[src/rtl/pipeline_ctrl.sv]
// Purpose : hazard sequencer for the 5-stage F/D/E/M/W pipe: stage-register stall/flush
//           enables, E-stage operand forwarding selects, data-memory wait FSM with sticky
//           timeout error, and a saturating stall-cycle counter.
// Latency : stall/flush/forward outputs are combinational from current state and inputs;
//           FSM state, MemErr and StallCount update on the rising clock edge.
// Backpressure: a not-ready memory access in M freezes F..M and bubbles W until ready;
//           after MAX_WAIT further not-ready cycles the pipe freezes in ERR until reset.
//
// Ports:
//   clk, reset                synchronous active-high reset
//   Rs1D, Rs2D                source registers of the instruction in D
//   Rs1E, Rs2E                source registers of the instruction in E
//   RdE, RdM, RdW             destination registers in E/M/W
//   ResultSrcE0               instruction in E is a load
//   RegWriteM, RegWriteW      instruction in M/W writes its rd
//   PCSrcE                    taken branch/jump resolved in E
//   MemReqM, MemReadyM        data memory request in M / completion this cycle
//   StallF/D/E/M              hold PC, F/D, D/E, E/M registers
//   FlushD/E/W                clear F/D, D/E, M/W registers
//   ForwardAE, ForwardBE      00 regfile, 01 W result, 10 M ALU result
//   MemErr                    sticky memory-timeout error
//   StallCount                saturating count of stalled cycles
module pipeline_ctrl #(
  parameter int MAX_WAIT = 15,
  parameter int WAIT_W   = 4,
  parameter int CNT_W    = 16
) (
  input  logic             clk,
  input  logic             reset,
  input  logic [4:0]       Rs1D,
  input  logic [4:0]       Rs2D,
  input  logic [4:0]       Rs1E,
  input  logic [4:0]       Rs2E,
  input  logic [4:0]       RdE,
  input  logic [4:0]       RdM,
  input  logic [4:0]       RdW,
  input  logic             ResultSrcE0,
  input  logic             RegWriteM,
  input  logic             RegWriteW,
  input  logic             PCSrcE,
  input  logic             MemReqM,
  input  logic             MemReadyM,
  output logic             StallF,
  output logic             StallD,
  output logic             StallE,
  output logic             StallM,
  output logic             FlushD,
  output logic             FlushE,
  output logic             FlushW,
  output logic [1:0]       ForwardAE,
  output logic [1:0]       ForwardBE,
  output logic             MemErr,
  output logic [CNT_W-1:0] StallCount
);

  typedef enum logic [1:0] {
    RUN   = 2'd0,
    MWAIT = 2'd1,
    ERR   = 2'd2
  } state_t;

  localparam logic [WAIT_W-1:0] MAX_WAIT_C = WAIT_W'(MAX_WAIT);
  localparam logic [1:0] FWD_RF = 2'b00;
  localparam logic [1:0] FWD_W  = 2'b01;
  localparam logic [1:0] FWD_M  = 2'b10;

  state_t            state;
  logic [WAIT_W-1:0] wait_cnt;
  logic              mem_stall;
  logic              lw_stall;

  // Memory stall: a fresh not-ready request in RUN stalls immediately (no
  // cycle lost entering MWAIT); in MWAIT the stall drops in the same cycle
  // ready arrives; ERR freezes the pipe until reset.
  always_comb begin
    mem_stall = 1'b0;
    case (state)
      RUN:     mem_stall = MemReqM & ~MemReadyM;
      MWAIT:   mem_stall = ~MemReadyM;
      ERR:     mem_stall = 1'b1;
      default: mem_stall = 1'b0;
    endcase
  end

  // Load-use: a load in E whose rd feeds the instruction in D. x0 never hazards.
  always_comb begin
    lw_stall = ResultSrcE0 & (RdE != 5'd0) & ((RdE == Rs1D) | (RdE == Rs2D));
  end

  // Forwarding select for one E operand; the younger M result beats W.
  function automatic logic [1:0] fwd_sel(input logic [4:0] rs);
    logic [1:0] sel;
    sel = FWD_RF;
    if (RegWriteM && (RdM != 5'd0) && (RdM == rs))
      sel = FWD_M;
    else if (RegWriteW && (RdW != 5'd0) && (RdW == rs))
      sel = FWD_W;
    return sel;
  endfunction

  always_comb begin
    StallF    = 1'b0;
    StallD    = 1'b0;
    StallE    = 1'b0;
    StallM    = 1'b0;
    FlushD    = 1'b0;
    FlushE    = 1'b0;
    FlushW    = 1'b0;
    ForwardAE = fwd_sel(Rs1E);
    ForwardBE = fwd_sel(Rs2E);

    if (reset) begin
      // Keep every stage register clearing while reset is held.
      FlushD    = 1'b1;
      FlushE    = 1'b1;
      FlushW    = 1'b1;
      ForwardAE = FWD_RF;
      ForwardBE = FWD_RF;
    end else if (mem_stall) begin
      // Freeze F..M and bubble W. Branch flushes are deferred: E is held, so
      // PCSrcE is presented again in the cycle the stall releases.
      StallF = 1'b1;
      StallD = 1'b1;
      StallE = 1'b1;
      StallM = 1'b1;
      FlushW = 1'b1;
    end else if (lw_stall) begin
      // Hold F/D, inject a bubble into E; a taken branch still kills D.
      StallF = 1'b1;
      StallD = 1'b1;
      FlushE = 1'b1;
      FlushD = PCSrcE;
    end else begin
      FlushD = PCSrcE;
      FlushE = PCSrcE;
    end
  end

  // Memory wait FSM. wait_cnt counts not-ready cycles since the request,
  // including the RUN cycle that raised it, so ERR follows MAX_WAIT+1 stalls.
  always_ff @(posedge clk) begin
    if (reset) begin
      state    <= RUN;
      wait_cnt <= '0;
      MemErr   <= 1'b0;
    end else begin
      case (state)
        RUN: begin
          if (MemReqM && !MemReadyM) begin
            state    <= MWAIT;
            wait_cnt <= WAIT_W'(1);
          end
        end
        MWAIT: begin
          if (MemReadyM) begin
            state    <= RUN;
            wait_cnt <= '0;
          end else if (wait_cnt == MAX_WAIT_C) begin
            state  <= ERR;
            MemErr <= 1'b1;
          end else begin
            wait_cnt <= wait_cnt + WAIT_W'(1);
          end
        end
        ERR: begin
          MemErr <= 1'b1;
        end
        default: begin
          state    <= RUN;
          wait_cnt <= '0;
        end
      endcase
    end
  end

  // Stall-cycle counter: sticks at all-ones rather than wrapping.
  always_ff @(posedge clk) begin
    if (reset) begin
      StallCount <= '0;
    end else if ((mem_stall || lw_stall) && !(&StallCount)) begin
      StallCount <= StallCount + CNT_W'(1);
    end
  end

endmodule
[config.mk]
export PLATFORM = sky130hd
export DESIGN_NAME = pipeline_ctrl
export DESIGN_NICKNAME = d
export VERILOG_FILES = /design/src/rtl/pipeline_ctrl.sv
export SDC_FILE = /design/constraint.sdc
export NUM_CORES = 1
export LEC_CHECK = 0
export CAP_MARGIN = 10
export CORE_MARGIN = 2
export CORE_UTILIZATION = 43
export CTS_CLUSTER_SIZE = 10
export DETAILED_ROUTE_END_ITERATION = 7
export HOLD_SLACK_MARGIN = 0.12
export PLACE_DENSITY = 0.82
export SLEW_MARGIN = 0
export SYNTH_ARGS = -nofsm -noshare
export SYNTH_HDL_FRONTEND = slang
export SYNTH_SLANG_ARGS = --single-unit
[constraint.sdc]
create_clock -name clk -period 3.3 [get_ports clk]
set_input_delay 0.99 -clock clk [delete_from_list [all_inputs] [get_ports clk]]
set_output_delay 0.99 -clock clk [all_outputs]
set_load 0.03 [all_outputs]
==> reports/metrics.cfg <==
[synthesis]
syn_inst=203
ys_seq_area_share_pct=27.5
synth_area_per_cell_um2=8.25
yosys_warnings=0
async_reset_ff_share_pct=0
synth_top_area_share_pct=27.5
yosysTopAreaCell=dfxtp_1
yosysMostFrequentCell=dfxtp_1
synth_top_cells_by_count=23 x dfxtp_1, 21 x xnor2_1, 18 x nand3_1
syn_nets=248
netlist-cell-type-count=43
ys_top_cells_by_area=dfxtp_1 27%, xnor2_1 11%, xor2_1 6.3%
synth_seq_cells=23
synth_edf_count=0
synth_ff_type=dfxtp_1
syn_area_um2=1680

[detailed_routing]
finalWirelength_mm=5.48
first_pass_iters=4
vias=1960
drcViolationCount=0
ant_nets=0
via_per_inst=5.52
routedWlPerCell_um=15.4
drtIter0Drc=212

[placement]
placedCellCount=345
gp_congestion=0.847
io_buffers=70
dpl.hpwl_mm=3.98
post-place-ws_ps=-752
placed_cell_area_um2=2650

[cts]
cts_tree=built
clock_latency_ps=270
clock_path_buffers=2
cts.htree.levels=1
clk_pin_slew_worst_paths_ps=80
ctsRootBufferMaster=clkbuf_8
cts.sinks=23
cts_buffers=3
cts_hold_buf=0

[timing]
slew_headroom_pct=70.5
tns_ps=-114
min_period_ps=3390
rsz0062_at_grt=true
finClkSkew_ps=3.46
fmax_mhz=295
tightest_slew_ps=440
hold_slack_ps=462
hold_viol=0
timing.final.ws_setup_ps=-88.3
timing.final.crit_share_pct=103
final_max_slew_viol_count=0
final-setup-viol-count=2

[status]
violations=negative setup slack
status=finished, violations left

[global_routing]
grt_overflow=0
grt_pass1_wl_mm=8.81
track_usage_pct=26.2
grt_start_max_net_pins=26
met2_usage_pct=48.5
busiest_layer=met2
antenna_found_initial=0
grt_pass1_vias=1929
use_met3_pct=5.28
gr-usage-met1_pct=28.2

[setup_path]
r2r_setup_slack_ps=1160
reg2reg_to=StallCount[13]
crit_fanout=2
start_kind=input port
critPathCaptureType=output port
worstPathArrival_ps=2400
timing.rr.start=state[0]
r2r_cells=7
critPathKind=input port to output port
crit_required_ps=2310

[min_path]
hold_class=register to register
min_path_cells=2
hold_path_end=MemErr
min_from=MemErr

[floorplanning]
dieArea_um2=4410
die_h_um=66.4
pin_count=71
fp.dieW_um=66.4
core_um2=3720
start_util_pct=45.1
rows=22

[run]
maxCapViolations=0

[power]
ir_drop_v=0.000139
power_leakage_nw=1.12
p_total_mw=0.710
power.density_nw_per_um2=251

[final_layout]
final_cells=355
design_area_um2=2830
drive_above_1_share_pct=35.2
final_util_pct=76.2
area_delta_synth_final_pct=69.0
antenna-diode-count=0
nets=353

## cell families after synthesis
group	Yosys count	synth area share, %
AND/OR/NAND/NOR	84	27.4
AO/OA/AOI/OAI	44	19.7
XOR/XNOR	33	17.3
flip-flops	23	27.5
buffers and inverters	13	4.03
multiplexers	4	2.61
adder cells (fa/ha/maj)	2	1.49
## power by group
group,switching [mW],total [mW],internal (mW)
logic,0.121,0.243,0.122
registers,0.00622,0.287,0.281
clock network,0.0927,0.179,0.0864
## metal layers
metal | part of all wire [%] | vias up
met5 | 0 | -
met4 | 4.0 | 0
met3 | 7.5 | 16
met2 | 51 | 97
met1 | 38 | 895
li1 | - | 952
## sequential cells by signal, indices dropped and copies added, names as in the netlist
| register | count |
|---|---|
| MemErr | 1 |
| wait_cnt | 4 |
| StallCount | 16 |
| state | 2 |
## worst max-delay path, cell delays in order
cell and delay, ps:
buf_6 90, or4_4 550, o21ai_4 160, inv_2 70
buf_6 120, a21oi_2 130, o21ai_1 90, buf_4 180
## repair_timing
action | CTS | global route
resized for setup | 97 | 35
cloned | 0 | 0
setup buffers | 5 | 1
setup endpoints to repair | 11 | 7
pin swaps | 25 | 14
## worst max-delay path by stage
stage | endpoint | slack, ps | start
floorplan | ForwardAE[1] | -50 | reset
CTS | ForwardBE[0] | -130 | RdM[2]
detailed placement | StallF | -750 | RdE[2]
finish | FlushE | -90 | RdE[3]
global route | FlushE | -120 | RdE[3]
global placement | StallF | -720 | RdE[1]
## cell type report
cell class,instances,area (um2)
fillers,261,885
clock buffers,4,45.0
flip-flops and latches,23,460
inverters,6,27.5
well taps,48,60.1
repair buffers,107,933
multi-input cells,167,1310
## cells in the final DEF, fill, tap and decap left out, types with 11 or more instances in the layout
cell	count
buf_4	37
a21oi_1	12
dfxtp_1	23
xnor2_1	18
nor2_1	13
nand3_1	15
clkdlybuf4s50_1	24
xor2_1	12
nand2_1	14
dlygate4sd2_1	11
buf_6	16
Note: power is estimated with default switching activity, not from simulation.
